$ cat config.mk
export PLATFORM = sky130hd
export DESIGN_NAME = vr_bcast_sched
export DESIGN_NICKNAME = d
export VERILOG_FILES = /design/src/rtl/vr_pkg.sv /design/src/rtl/vr_bcast_dst_iter.sv /design/src/rtl/vr_bcast_sched.sv
export SDC_FILE = /design/constraint.sdc
export NUM_CORES = 1
export LEC_CHECK = 0
export ABC_AREA = 1
export CORE_MARGIN = 5
export CORE_UTILIZATION = 38
export CTS_CLUSTER_DIAMETER = 60
export DETAILED_ROUTE_END_ITERATION = 8
export GPL_ROUTABILITY_DRIVEN = 0
export PLACE_DENSITY = 0.73
export SLEW_MARGIN = 40
export SYNTH_ARGS = -nofsm -noshare
export SYNTH_HDL_FRONTEND = slang
export SYNTH_SLANG_ARGS = --single-unit
$ cat constraint.sdc
create_clock -name clk -period 2.3 [get_ports clk]
set_clock_uncertainty 0.2 [all_clocks]
set_input_delay 0.46 -clock clk [delete_from_list [all_inputs] [get_ports clk]]
set_output_delay 0.46 -clock clk [all_outputs]
set_load 0.01 [all_outputs]
$ cat src/rtl/vr_pkg.sv
// Shared VR definitions: message type encoding and default field widths.
package vr_pkg;

  localparam int unsigned REPLICA_W_DEF = 4;
  localparam int unsigned VIEW_W_DEF    = 64;
  localparam int unsigned MSG_TYPE_W    = 2;

  typedef enum logic [MSG_TYPE_W-1:0] {
    MsgStartViewChange = 2'd0,
    MsgDoViewChange    = 2'd1,
    MsgStartView       = 2'd2
  } msg_type_e;

endpackage

$ cat src/rtl/vr_bcast_dst_iter.sv
// Combinational peer iterator: walks replica indices 0..NUM_REPLICAS-1, skipping self.
module vr_bcast_dst_iter import vr_pkg::*; #(
  parameter int unsigned NUM_REPLICAS = 3,
  parameter int unsigned REPLICA_W    = REPLICA_W_DEF
) (
  input  logic [REPLICA_W-1:0] cur,
  input  logic [REPLICA_W-1:0] self_idx,
  output logic [REPLICA_W-1:0] first_dst,
  output logic [REPLICA_W-1:0] next_dst,
  output logic                 is_last,
  output logic                 none
);

  // Two spare bits so cur+2 and NUM_REPLICAS=16 never overflow the compare.
  localparam int unsigned IW = REPLICA_W + 2;
  localparam logic [IW-1:0] NumX = IW'(NUM_REPLICAS);

  logic [IW-1:0] cur_x;
  logic [IW-1:0] self_x;
  logic [IW-1:0] first_x;
  logic [IW-1:0] next_x;

  always_comb begin
    cur_x   = IW'(cur);
    self_x  = IW'(self_idx);
    first_x = (self_x == '0) ? IW'(1) : '0;
    next_x  = cur_x + IW'(1);
    if (next_x == self_x) begin
      next_x = cur_x + IW'(2);
    end
    none      = (first_x >= NumX);
    is_last   = (next_x >= NumX);
    first_dst = first_x[REPLICA_W-1:0];
    next_dst  = next_x[REPLICA_W-1:0];
  end

endmodule

$ cat src/rtl/vr_bcast_sched.sv
// VR broadcast scheduler: fans one broadcast out into per-peer send headers with bounded
// in-flight sends. Optional statistics counters are enabled by defining VR_BCAST_STATS_EN.
module vr_bcast_sched import vr_pkg::*; #(
  parameter int unsigned NUM_REPLICAS    = 3,
  parameter int unsigned REPLICA_W       = REPLICA_W_DEF,
  parameter int unsigned VIEW_W          = VIEW_W_DEF,
  parameter int unsigned MAX_OUTSTANDING = 2
) (
  input  logic                  clk,
  input  logic                  rst_n,
  input  logic                  bcast_req_val,
  output logic                  bcast_req_rdy,
  input  logic [MSG_TYPE_W-1:0] bcast_req_msg_type,
  input  logic [VIEW_W-1:0]     bcast_req_view,
  input  logic [REPLICA_W-1:0]  bcast_req_self_idx,
  output logic                  bcast_done,
  output logic                  send_hdr_val,
  input  logic                  send_hdr_rdy,
  output logic [REPLICA_W-1:0]  send_hdr_dst,
  output logic [MSG_TYPE_W-1:0] send_hdr_msg_type,
  output logic [VIEW_W-1:0]     send_hdr_view,
  input  logic                  send_cmp_val,
  output logic                  send_cmp_rdy
`ifdef VR_BCAST_STATS_EN
  ,
  output logic [31:0]           stat_bcast_cnt,
  output logic [31:0]           stat_send_cnt
`endif
);

  localparam int unsigned CntW = $clog2(MAX_OUTSTANDING + 1);
  localparam logic [CntW-1:0] OutMax = CntW'(MAX_OUTSTANDING);

  typedef enum logic [1:0] {StIdle, StIssue, StDrain, StDone} state_e;

  state_e                 state_q, state_d;
  logic [REPLICA_W-1:0]   dst_q, dst_d;
  logic [REPLICA_W-1:0]   self_q, self_d;
  logic [MSG_TYPE_W-1:0]  msg_type_q, msg_type_d;
  logic [VIEW_W-1:0]      view_q, view_d;
  logic [CntW-1:0]        out_q, out_d;
  // Holds request/completion ready low until the first clock after reset release.
  logic                   live_q;

  logic                   hdr_fire;
  logic                   cmp_fire;
  logic [REPLICA_W-1:0]   it_self;
  logic [REPLICA_W-1:0]   it_first;
  logic [REPLICA_W-1:0]   it_next;
  logic                   it_last;
  logic                   it_none;

  // In IDLE the iterator looks at the incoming self index to pick the first peer.
  assign it_self = (state_q == StIdle) ? bcast_req_self_idx : self_q;

  vr_bcast_dst_iter #(
    .NUM_REPLICAS (NUM_REPLICAS),
    .REPLICA_W    (REPLICA_W)
  ) u_dst_iter (
    .cur       (dst_q),
    .self_idx  (it_self),
    .first_dst (it_first),
    .next_dst  (it_next),
    .is_last   (it_last),
    .none      (it_none)
  );

  assign send_hdr_val      = (state_q == StIssue) && (out_q < OutMax);
  assign hdr_fire          = send_hdr_val && send_hdr_rdy;
  assign send_cmp_rdy      = live_q;
  assign cmp_fire          = send_cmp_val && live_q && (out_q != '0);
  assign send_hdr_dst      = dst_q;
  assign send_hdr_msg_type = msg_type_q;
  assign send_hdr_view     = view_q;

  always_comb begin
    state_d       = state_q;
    dst_d         = dst_q;
    self_d        = self_q;
    msg_type_d    = msg_type_q;
    view_d        = view_q;
    bcast_req_rdy = 1'b0;
    bcast_done    = 1'b0;
    unique case (state_q)
      StIdle: begin
        bcast_req_rdy = live_q;
        if (bcast_req_val && live_q) begin
          self_d     = bcast_req_self_idx;
          msg_type_d = bcast_req_msg_type;
          view_d     = bcast_req_view;
          dst_d      = it_first;
          state_d    = it_none ? StDone : StIssue;
        end
      end
      StIssue: begin
        if (hdr_fire) begin
          if (it_last) begin
            state_d = StDrain;
          end else begin
            dst_d = it_next;
          end
        end
      end
      StDrain: begin
        if (out_q == '0) begin
          state_d = StDone;
        end
      end
      StDone: begin
        bcast_done = 1'b1;
        state_d    = StIdle;
      end
      default: state_d = StIdle;
    endcase
  end

  always_comb begin
    out_d = out_q;
    unique case ({hdr_fire, cmp_fire})
      2'b10:   out_d = out_q + CntW'(1);
      2'b01:   out_d = out_q - CntW'(1);
      default: out_d = out_q;
    endcase
  end

  always_ff @(posedge clk or negedge rst_n) begin
    if (!rst_n) begin
      state_q    <= StIdle;
      dst_q      <= '0;
      self_q     <= '0;
      msg_type_q <= '0;
      view_q     <= '0;
      out_q      <= '0;
      live_q     <= 1'b0;
    end else begin
      state_q    <= state_d;
      dst_q      <= dst_d;
      self_q     <= self_d;
      msg_type_q <= msg_type_d;
      view_q     <= view_d;
      out_q      <= out_d;
      live_q     <= 1'b1;
    end
  end

`ifdef VR_BCAST_STATS_EN
  logic [31:0] bcast_cnt_q;
  logic [31:0] send_cnt_q;

  always_ff @(posedge clk or negedge rst_n) begin
    if (!rst_n) begin
      bcast_cnt_q <= '0;
      send_cnt_q  <= '0;
    end else begin
      if (state_q == StDone) begin
        bcast_cnt_q <= bcast_cnt_q + 32'd1;
      end
      if (hdr_fire) begin
        send_cnt_q <= send_cnt_q + 32'd1;
      end
    end
  end

  assign stat_bcast_cnt = bcast_cnt_q;
  assign stat_send_cnt  = send_cnt_q;
`endif

endmodule

==> summary.md, run 1 <==
| Metric | Value |
|---|---|
| Mapped Area | 0.00353 mm^2 |
| Critical path launch point type | flip-flop |
| Post-Route WL | a little over 10,000 um |
| Die span in x | around 110 um |
| Pwr Density | 1360 mW/mm^2 |
| Synth Warn # | 0 |
| Cells after Synth | 435 |
| Total congestion overflow | 0 |
| Worst EP required | between 2 and 2.5 ns |
| Initial antenna violation count | 0 |
| CTS tree | done |
| Ant diodes | 0 |
| First-pass DRT Iterations | 4 |
| Max-cap violations | 0 |
| Clk buf depth | 2 |
| Initial drt markers | between 70 and 80 |
| Final HPWL DP | 7380 um |
| Failing checks | negative setup slack |
| Clk slew on worst S/H paths | 0.08 ns |
| Min Tclk post-route | 2.32 ns |
| Buffers on Ports | 148 |
| Final Cycle Share | 101% |
| Worst-Skew Late Latency | about 0.33 ns |
| Avg WL per Cell | 14.1 um |
| Final hold viol count | 0 |
| Clock H-tree levels | 3 |
| Maximum vdd drop | 0.000617 V |
| Nets | 681 |
| Crit-path max FO | 5 |
| Total power | 7.69 mW |
| LEAKAGE | about 2.8 nW |
| Die Area | about 0.011 mm^2 |
| Clk sinks | 79 |
| Achievable frequency | roughly 0.43 GHz |
| Floorplan row count | 35 |
| Vias/cell | 4.67 |
| Syn Area/Cell | 8.13 um^2 |
| WP data arrival | 2.34 ns |
| Share of cells above drive strength 1 | 13.9% |
| Die extent in y | ~110 um |
| Fin. max-slew vios | 0 |
| Total Routing Usage GR | 18.3% |
| Clock root buffer master | clkbuf_8 |
| Area of the core | slightly above 0.009 mm^2 |
| DRT antenna net count | 0 |
| Initial cell density of the core | 38.6% |
| Commonest cells after routing, fill and taps aside | 241 x nand2_1, 145 x clkdlybuf4s50_1, 77 x dfrtp_1 |
| Synthesized Nets | 517 |
| Setup Viol. Count Final | 3 |
| Netlist cell types | 28 |
| Residual DRC | 0 |
| Endpoint class of the critical path | flip-flop |
| #FFs+latches synth | 79 |
| Largest net degree at the start of global routing | 51 |
| CP Class | flip-flop to flip-flop |
| DR vias | between 3,000 and 4,000 |
| Setup ws final | -0.0182 ns |
| Status | complete, but fails checks |
| Total CTS buffers | 9 |
| Area grow syn2layout | 60.5% |
| Most common cell after layout, fill and taps aside | nand2_1 |
| Hold Path Class | flip-flop to flip-flop |
| First-pass GRT wire length | 16,600 um |
| Unrepaired setup endpoints after global routing | yes |
| Vias in the first global route | 3,334 |
| I/O pin count | 149 |
| Setup TNS | -0.0274 ns |
| Register area share after synthesis | between 50% and 60% |
sequential cells by signal, summed over array words and instances (netlist names):
signal and cells:
send_hdr_msg_type 2, send_hdr_dst 4, state_q 2, send_cmp_rdy 1, send_hdr_view 64, self_q 4
out_q 2
kinds of logic (layout without fill, tap and decap cells):
kind of cell / Yosys count / count (layout) / synth area share, %
buffers and inverters: 39 / 208 / 4.39
XOR/XNOR: 4 / 4 / 0.991
AO/OA/AOI/OAI: 15 / 15 / 2.69
AND/OR/NAND/NOR: 290 / 290 / 33.4
flip-flops: 79 / 79 / 55.9
other: 1 / 1 / 0.106
adder cells (fa/ha/maj): 7 / 7 / 2.48
synthesized netlist by cell type:
cell type | count | area (um^2)
o21ai_2 | 1 | 8.76
o21ai_0 | 3 | 15.0
o22ai_1 | 4 | 25.0
xnor2_1 | 2 | 17.5
conb_1 | 1 | 3.75
nand4_1 | 3 | 18.8
o211a_1 | 1 | 10.0
inv_2 | 1 | 3.75
nand3_1 | 16 | 80.1
inv_1 | 22 | 82.6
a21oi_1 | 4 | 20.0
xor2_1 | 2 | 17.5
buf_1 | 4 | 15.0
dfrtp_1 | 79 | 1980
clkbuf_1 | 10 | 37.5
nor2_2 | 4 | 25.0
nand3_2 | 4 | 40.0
nor2_1 | 3 | 11.3
nand2_2 | 4 | 25.0
and3_1 | 1 | 6.26
buf_2 | 1 | 5.00
or2_2 | 1 | 6.26
nand2_1 | 252 | 946
buf_6 | 1 | 11.3
a21oi_2 | 1 | 8.76
a22oi_1 | 1 | 7.51
ha_1 | 7 | 87.6
nand2_4 | 2 | 22.5
final timing paths:
| kind | start | endpoint | slack, ns | cells past startpoint |
|---|---|---|---|---|
| setup / recovery | send_hdr_dst[1] | send_hdr_dst[1] | -0.02 | 14 |
| hold / removal | send_hdr_view[56] | send_hdr_view[56] | 0.27 | 2 |
| setup reg to reg | send_hdr_dst[1] | send_hdr_dst[1] | -0.02 | 14 |
| hold reg to reg | send_hdr_view[56] | send_hdr_view[56] | 0.27 | 2 |
| max in group asynchronous | rst_n | send_hdr_view[15] | 0.89 | 3 |
| min in group asynchronous | rst_n | send_hdr_msg_type[1] | 0.39 | 2 |
per-stage QoR:
stage	hold slack [ns]	instance area (um^2)	worst slack, ns	utilization [%]	instances
5_1_grt	0.294	5670	-0.132	62.0	715
2_1_floorplan	-0.0356	3530	0.182	-	435
6_report	0.273	5670	-0.0182	62.0	715
4_1_cts	0.278	5520	0.0133	60.3	710
3_5_place_dp	0.228	5250	-0.114	57.4	693
3_3_place_gp	0.224	5250	-0.0734	57.4	693
where the power goes:
group	internal, mW	switching, mW	total (mW)	leakage, nW
registers	2.06	0.387	2.45	0.988
logic	2.04	1.95	4.00	1.73
clock network	0.754	0.492	1.25	0.124
routing by layer:
| metal | global-route usage, % | routed length [um] | vias to the layer above |
|---|---|---|---|
| met5 | 0 | 0 | - |
| met4 | 5.11 | 110 | 0 |
| met3 | 7.41 | 966 | 10 |
| met2 | 31.0 | 4980 | 114 |
| met1 | 21.5 | 4010 | 1552 |
| li1 | - | - | 1660 |
layout make-up:
type / instances / area [um^2]
clock buffer: 11 / 141
clock inverter: 5 / 104
fill: 768 / 3480
inverter: 23 / 88.8
multi-input combinational: 317 / 1530
sequential: 79 / 1980
tap: 111 / 139
timing repair buffer: 169 / 1690
critical path, stage by stage, from the launching register on:
cell and delay (ns):
dfrtp_2 0.44, ha_2 0.36, inv_1 0.08, nand3_2 0.09
nand2_2 0.05, nor2_2 0.15, nand3_2 0.15, nand2_1 0.12
nand3_2 0.07, nor2_2 0.12, nand2_2 0.10, nand2_4 0.11
nand2_4 0.06, nand2_2 0.07, nand2_1 0.05
repair_timing:
item                                    4_1_cts  5_1_grt
buffers inserted                              0        5
endpoints found under the hold margin        31        0
endpoints found under the setup margin        6        7
resized for setup                             6       34
pin swaps                                     0       14
hold buffers                                  1        0
gates cloned                                  0        0
Note: power is estimated with default switching activity, not from simulation.
==> run 2, diff against run 1 <==
Settings changed: CORE_MARGIN 5 to not set, CORE_UTILIZATION 38 to 43, GPL_ROUTABILITY_DRIVEN 0 to not set, PLACE_DENSITY 0.73 to 0.81.
==> run 2 against run 1 <==
  * The run now ends clean
  * Sequential share of layout area grew 0.33 points
  * Flip-flop and latch count is the same
  * Largest cell class unchanged
  * Critical path type unchanged
  * Clock power shrank 22%
  * Via count up 1.5%
  * Highest routed layer unchanged
  * First-iteration DRC count grew 22%
  * Largest power group unchanged
==> summary.md, run 2 (synthesis results as in run 1) <==
| Metric | Value |
|---|---|
| Gate power share | 53.5% (+1.5 points) |
| Setup Viol. Count Final | 0 (-3) |
| Clock root buffer master | clkbuf_8 |
| Die Area | 0.00859 mm^2 (-24%) |
| Avg WL per Cell | 13.5 um (-4.2%) |
| Commonest cells after routing, fill and taps aside | 241 x nand2_1, 145 x clkdlybuf4s50_1, 78 x dfrtp_1 |
| Maximum vdd drop | 0.000656 V (+6.4%) |
| Achievable frequency | 0.447 GHz (+3.6%) |
| Fillers | 649 (-15%) |
| Initial antenna violation count | 0 (unchanged) |
| Clk buf depth | 2 (unchanged) |
| Floorplan row count | 32 (-8.6%) |
| Most common cell after layout, fill and taps aside | nand2_1 |
| Worst slack at placement | -0.110 ns (+0.00428 ns) |
| Status | finished, final reports clean |
| Initial drt markers | 89 (+22%) |
| Nets | 685 (+0.59%) |
| Area grow syn2layout | 58.9% |
| I/O pin count | 149 (unchanged) |
| Final hold viol count | 0 (unchanged) |
| DRT antenna net count | 0 (unchanged) |
| Pwr Density | 1320 mW/mm^2 (-2.8%) |
| Worst EP required | 2.34 ns (+0.02 ns) |
| Vias/cell | 4.78 (+2.4%) |
| Total congestion overflow | 0 (unchanged) |
| Final Cycle Share | 97.3% (-3.5 points) |
| CTS tree | done |
| Worst-Skew Late Latency | 0.34 ns (about the same) |
| DR vias | 3,387 (+1.5%) |
| Final HPWL DP | 6970 um (-5.5%) |
| WP data arrival | 2.27 ns (-0.07 ns) |
| Largest register FFs | 64 (unchanged) |
| Share of cells above drive strength 1 | 14.2% (+0.26 points) |
| Area of the core | 0.00785 mm^2 (-14%) |
| Residual DRC | 0 (unchanged) |
| LEAKAGE | 2.83 nW (-0.51%) |
| Crit-path max FO | 5 (unchanged) |
| CP Class | flip-flop to flip-flop |
| Clk sinks | 79 (unchanged) |
| Largest net degree at the start of global routing | 49 (-3.9%) |
| First-pass GRT wire length | 15,400 um (-7.1%) |
| Clk slew on worst S/H paths | 0.08 ns (about the same) |
| Unrepaired setup endpoints after global routing | yes |
| Switch Pwr | 2.85 mW (+0.61%) |
| Buffers on Ports | 148 (unchanged) |
| Ant diodes | 0 (unchanged) |
| RePlAce Congestion | between 0.8 and 0.9 |
| Clock power share | 13.2% (-3.0 points) |
| Switching share of power | 38.5% (+1.7 points) |
| Internal | 4.55 mW (-6.2%) |
| Hold Path Class | flip-flop to flip-flop |
| Post-route cell area | 0.00562 mm^2 (-0.99%) |
| Die span in x | 92.7 um (-13%) |
| Max-cap violations | 0 (unchanged) |
| Sequential power share | 33.3% (+1.5 points) |
| Total Routing Usage GR | 23.3% (+5.0 points) |
| Die extent in y | 92.7 um (-13%) |
| Critical path launch point type | flip-flop |
| Clock H-tree levels | 3 (unchanged) |
| Vias in the first global route | 3,368 (+1.0%) |
| DP Area | 0.00526 mm^2 (about the same) |
| Post-Route WL | 9560 um (-5.0%) |
| First-pass DRT Iterations | 4 (unchanged) |
| Fin. max-slew vios | 0 (unchanged) |
| Endpoint class of the critical path | flip-flop |
| Min Tclk post-route | 2.24 ns (-0.0810 ns) |
| Initial cell density of the core | 45.0% (+6.4 points) |
| Setup ws final | 0.0627 ns (+0.0810 ns) |
| Total CTS buffers | 9 (unchanged) |
[run 2: cell count changes in the layout (fill, tap and decap cells not counted), moves of 2 or more]
cell / before / now
buf_4: 15 / 21
bufinv_16: 3 / 0
a21oi_1: 2 / 4
a21oi_2: 3 / 1
buf_12: 4 / 2
clkbuf_8: 10 / 12
nor2_4: 2 / 4
[run 2: final cells by class]
cell class	count	area [um^2]	area share, %
Sequential cell	79	1980	35.2
Timing Repair Buffer	173	1700	30.3
Multi-Input combinational cell	317	1530	27.2
Clock buffer	12	165	2.94
Tap cell	102	128	2.27
Inverter	23	91.3	1.63
Clock inverter	3	25.0	0.446
[run 2: routing by layer]
| metal | vias to the layer above | global-route usage (%) | share of wire [%] |
|---|---|---|---|
| met2 | 142 | 39.2 | 48 |
| met4 | 0 | 7.31 | 1.9 |
| met3 | 14 | 7.88 | 9.1 |
| li1 | 1669 | - | - |
| met1 | 1562 | 28.2 | 41 |
| met5 | - | 0 | 0 |
[run 2: worst max-delay path, cell delays in order (launching register included)]
cell and delay (ns):
dfrtp_1 0.38, inv_2 0.07, ha_4 0.18, buf_6 0.14, nand2_4 0.06, nand2_2 0.06, nand2_2 0.08, nand2_2 0.07
nor2_4 0.12, nand3_4 0.11, nand2_2 0.09, nand3_2 0.06, nor2_2 0.12, nand2_2 0.11, nand2_4 0.11, nand2_2 0.06
nand2_1 0.07, nand2_1 0.05
[run 2: stage by stage]
stage	std cells	util (%)	hold slack [ns]	setup TNS (ns)	total power, mW
final	709	71.6	0.271	0	7.40
after global routing	709	71.6	0.291	-0.210	7.94
after CTS	705	69.7	0.278	0	7.16
after detailed placement	689	67.0	0.259	-0.470	6.13
after global placement	689	67.0	0.253	-0.165	6.00
after floorplan	435	-	-0.0356	0	4.15
[run 2: path summary, 6_finish.rpt]
kind	start	end	slack, ns	depth (start not counted)
min in group asynchronous	rst_n	send_hdr_view[15]	0.42	2
hold / removal	send_hdr_view[34]	send_hdr_view[34]	0.27	2
setup reg to reg	state_q[1]	send_hdr_dst[1]	0.06	17
hold reg to reg	send_hdr_view[34]	send_hdr_view[34]	0.27	2
setup / recovery	state_q[1]	send_hdr_dst[1]	0.06	17
max in group asynchronous	rst_n	send_hdr_view[17]	0.87	3
[run 2: power by group through the flow]
| stage | clock network (mW) | logic [mW] | registers [mW] |
|---|---|---|---|
| final | 0.976 | 3.96 | 2.46 |
| after global routing | 1.06 | 4.33 | 2.55 |
| after CTS | 1.00 | 3.71 | 2.45 |
| after detailed placement | 0 | 3.68 | 2.46 |
| after global placement | 0 | 3.56 | 2.44 |
| after floorplan | 0 | 1.43 | 2.72 |
[run 2: timing repair]
action                                 in CTS  in global routing
gates resized for setup                     7                 32
endpoints found under the hold margin      38                  0
setup buffers                               0                  4
hold buffers                                1                  0
pin swaps                                   0                 18
setup endpoints to repair                   3                  7
==> run 3, diff against run 2 <==
Settings changed: SETUP_SLACK_MARGIN set to 0.3.
==> run 3 against run 2 <==
  * Register-to-register slack got worse by 0.05 ns
  * Design area increased by 13%
  * Via count increased by 7.7%
  * Sequential share of layout area decreased by 3.9 points
  * Wire length increased by 26%
  * Die area unchanged
  * Largest cell class is now non-clock buffers
  * Sequential power increased by 3%
  * Flip-flop and latch count unchanged
  * First-iteration DRC count increased by 100%
==> summary.md, run 3 (synthesis results as in run 1) <==
| Metric | Value |
|---|---|
| LEAKAGE | 3.14 nW (+11%) |
| Largest net degree at the start of global routing | 46 (-6.1%) |
| Worst slew pin tran | 0.533 ns |
| Fin. max-slew vios | 0 (unchanged) |
| Min Tclk post-route | 2.29 ns (+0.0542 ns) |
| Die span in x | 92.7 um (unchanged) |
| Hold Path Class | flip-flop to flip-flop |
| Critical path launch point type | flip-flop |
| Clock H-tree levels | 3 (unchanged) |
| Total Routing Usage GR | 23.0% (-0.29 points) |
| Floorplan row count | 32 (unchanged) |
| DR vias | 3,647 (+7.7%) |
| Worst EP required | 2.33 ns (about the same) |
| Hold Path Sink | send_hdr_view[24] |
| Max layer used | met4 |
| Ant diodes | 0 (unchanged) |
| Die Area | 0.00859 mm^2 (unchanged) |
| Vias in the first global route | 3,376 (+0.24%) |
| Total power | 8.29 mW (+12%) |
| Fillers | 504 (-22%) |
| Final Cycle Share | 99.6% (+2.4 points) |
| Die extent in y | 92.7 um (unchanged) |
| Reg area | 0.00198 mm^2 (about the same) |
| Achievable frequency | 0.436 GHz (-2.4%) |
| Setup Viol. Count Final | 0 (unchanged) |
| FF-to-FF Start | state_q[1] |
| Worst r2r dst | send_hdr_dst[1] |
| Unrepaired setup endpoints after global routing | yes |
| Total congestion overflow | 0 (unchanged) |
| First-pass DRT Iterations | 5 (+1) |
| RePlAce Congestion | 0.857 (-2.4%) |
| Largest register FFs | 64 (unchanged) |
| Most common cell after layout, fill and taps aside | nand2_1 |
| Hold depth | 2 (unchanged) |
| Residual DRC | 0 (unchanged) |
| Final hold viol count | 0 (unchanged) |
| I/O pin count | 149 (unchanged) |
| Crit-path max FO | 7 (+2) |
| Worst reg2reg setup slack | 0.009 ns (-0.05 ns) |
| WP data arrival | 2.32 ns (+0.05 ns) |
| Initial drt markers | 181 (+100%) |
| Buffers on Ports | 148 (unchanged) |
| Nets | 714 (+4.2%) |
| Multi-input gate area | 0.00170 mm^2 (+11%) |
| Post-route cell area | 0.00633 mm^2 (+13%) |
| Clk slew on worst S/H paths | 0.08 ns (about the same) |
| Worst-Skew Late Latency | 0.34 ns (about the same) |
| Initial antenna violation count | 0 (unchanged) |
| Met3 wire length | 828 um (-5.0%) |
| Initial cell density of the core | 45.0% (unchanged) |
| Commonest cells after routing, fill and taps aside | 189 x nand2_1, 141 x clkdlybuf4s50_1, 77 x dfrtp_1 |
| Final HPWL DP | 6640 um (-4.7%) |
| Vias/cell | 4.94 (+3.3%) |
| Clock root buffer master | clkbuf_8 |
| DP Area | 0.00529 mm^2 (+0.62%) |
| Endpoint class of the critical path | flip-flop |
| Met2 wire len | 6310 um (+39%) |
| Clk sinks | 79 (unchanged) |
| Share of cells above drive strength 1 | 26.8% (+13 points) |
| Hold wc startpoint | send_hdr_view[24] |
| R2r worst-path depth | 16 (-1) |
| CP Class | flip-flop to flip-flop |
| Maximum vdd drop | 0.000742 V (+13%) |
| Post-Route WL | 12,100 um (+26%) |
| Avg WL per Cell | 16.3 um (+21%) |
| Pwr Density | 1310 mW/mm^2 (-0.62%) |
| Area grow syn2layout | 79.0% |
| Slew HR | 64.5% |
| Met1 WL | 4560 um (+15%) |
| Max-cap violations | 0 (unchanged) |
| Total CTS buffers | 9 (unchanged) |
| Area of the core | 0.00785 mm^2 (unchanged) |
| Status | finished, final reports clean |
| First-pass GRT wire length | 15,500 um (+0.36%) |
| CTS tree | done |
| Fin util | 80.6% (+9.0 points) |
| Clk buf depth | 2 (unchanged) |
| DRT antenna net count | 0 (unchanged) |
-- run 3: cell count changes in the layout (fill, tap and decap cells not counted), sizes merged --
cell,previous run,this run
clkinv,1,0
clkdlybuf4s50,145,141
clkinvlp,1,2
dlymetal6s2s,0,1
buf,25,47
bufinv,0,1
clkbuf,12,22
-- run 3: worst max path at each step --
stage | startpoint | end | slack [ns] | cells after the start
2_1_floorplan | state_q[0] | send_hdr_dst[1] | 0.29 | 16
3_3_place_gp | bcast_req_self_idx[0] | send_hdr_dst[1] | -0.07 | 14
3_5_place_dp | bcast_req_self_idx[0] | send_hdr_dst[1] | -0.09 | 14
4_1_cts | state_q[0] | send_hdr_dst[1] | 0.07 | 17
5_1_grt | state_q[1] | state_q[0] | -0.17 | 16
6_report | state_q[1] | send_hdr_dst[1] | 0.009 | 16
-- run 3: critical path, stage by stage, from the launching register on --
cell and delay (ns):
dfrtp_1 0.38, inv_2 0.07, ha_4 0.17, buf_8 0.14
buf_6 0.13, o21ai_2 0.16, nand2_1 0.08, nand2_2 0.09
nand3_4 0.11, nand2_2 0.08, nand3_2 0.06, nor2_2 0.12
nand2_2 0.11, nand2_4 0.10, nand2_2 0.05, nand2_1 0.07
nand2_1 0.05
-- run 3: area by class of cell --
| cell class | instances | share of cell area, % |
|---|---|---|
| Clock inverter | 4 | 0.850 |
| Sequential cell | 79 | 31.3 |
| Tap cell | 102 | 2.02 |
| Clock buffer | 12 | 2.29 |
| Multi-Input combinational cell | 317 | 26.8 |
| Inverter | 23 | 1.74 |
| Timing Repair Buffer | 202 | 35.0 |
-- run 3: repair_timing --
item,in CTS,in global routing
gates cloned,0,17
pin swaps,10,29
gates resized for setup,26,111
hold endpoints to repair,40,0
setup endpoints to repair,13,78
hold buffers,1,0
setup buffers,9,7
-- run 3: through the flow --
| step | TNS, ns | hold slack [ns] | instances | setup slack [ns] |
|---|---|---|---|---|
| 2_1_floorplan | 0 | -0.0356 | 435 | 0.287 |
| 3_3_place_gp | -0.203 | 0.252 | 689 | -0.0668 |
| 3_5_place_dp | -0.348 | 0.257 | 689 | -0.0877 |
| 4_1_cts | 0 | 0.277 | 715 | 0.0704 |
| 5_1_grt | -0.782 | 0.287 | 739 | -0.168 |
| 6_report | 0 | 0.272 | 739 | 0.00857 |
-- run 3: routing by layer --
layer  GRT usage, %  vias up
met3           4.43       30
met1           28.2     1746
met4           9.49        0
met5              0        -
li1               -     1729
met2           39.7      142
-- run 3: report_power, final --
| group | internal [mW] | switching (mW) | total [mW] |
|---|---|---|---|
| Combinational | 2.47 | 2.24 | 4.71 |
| Sequential | 2.06 | 0.475 | 2.54 |
| Clock | 0.536 | 0.504 | 1.04 |
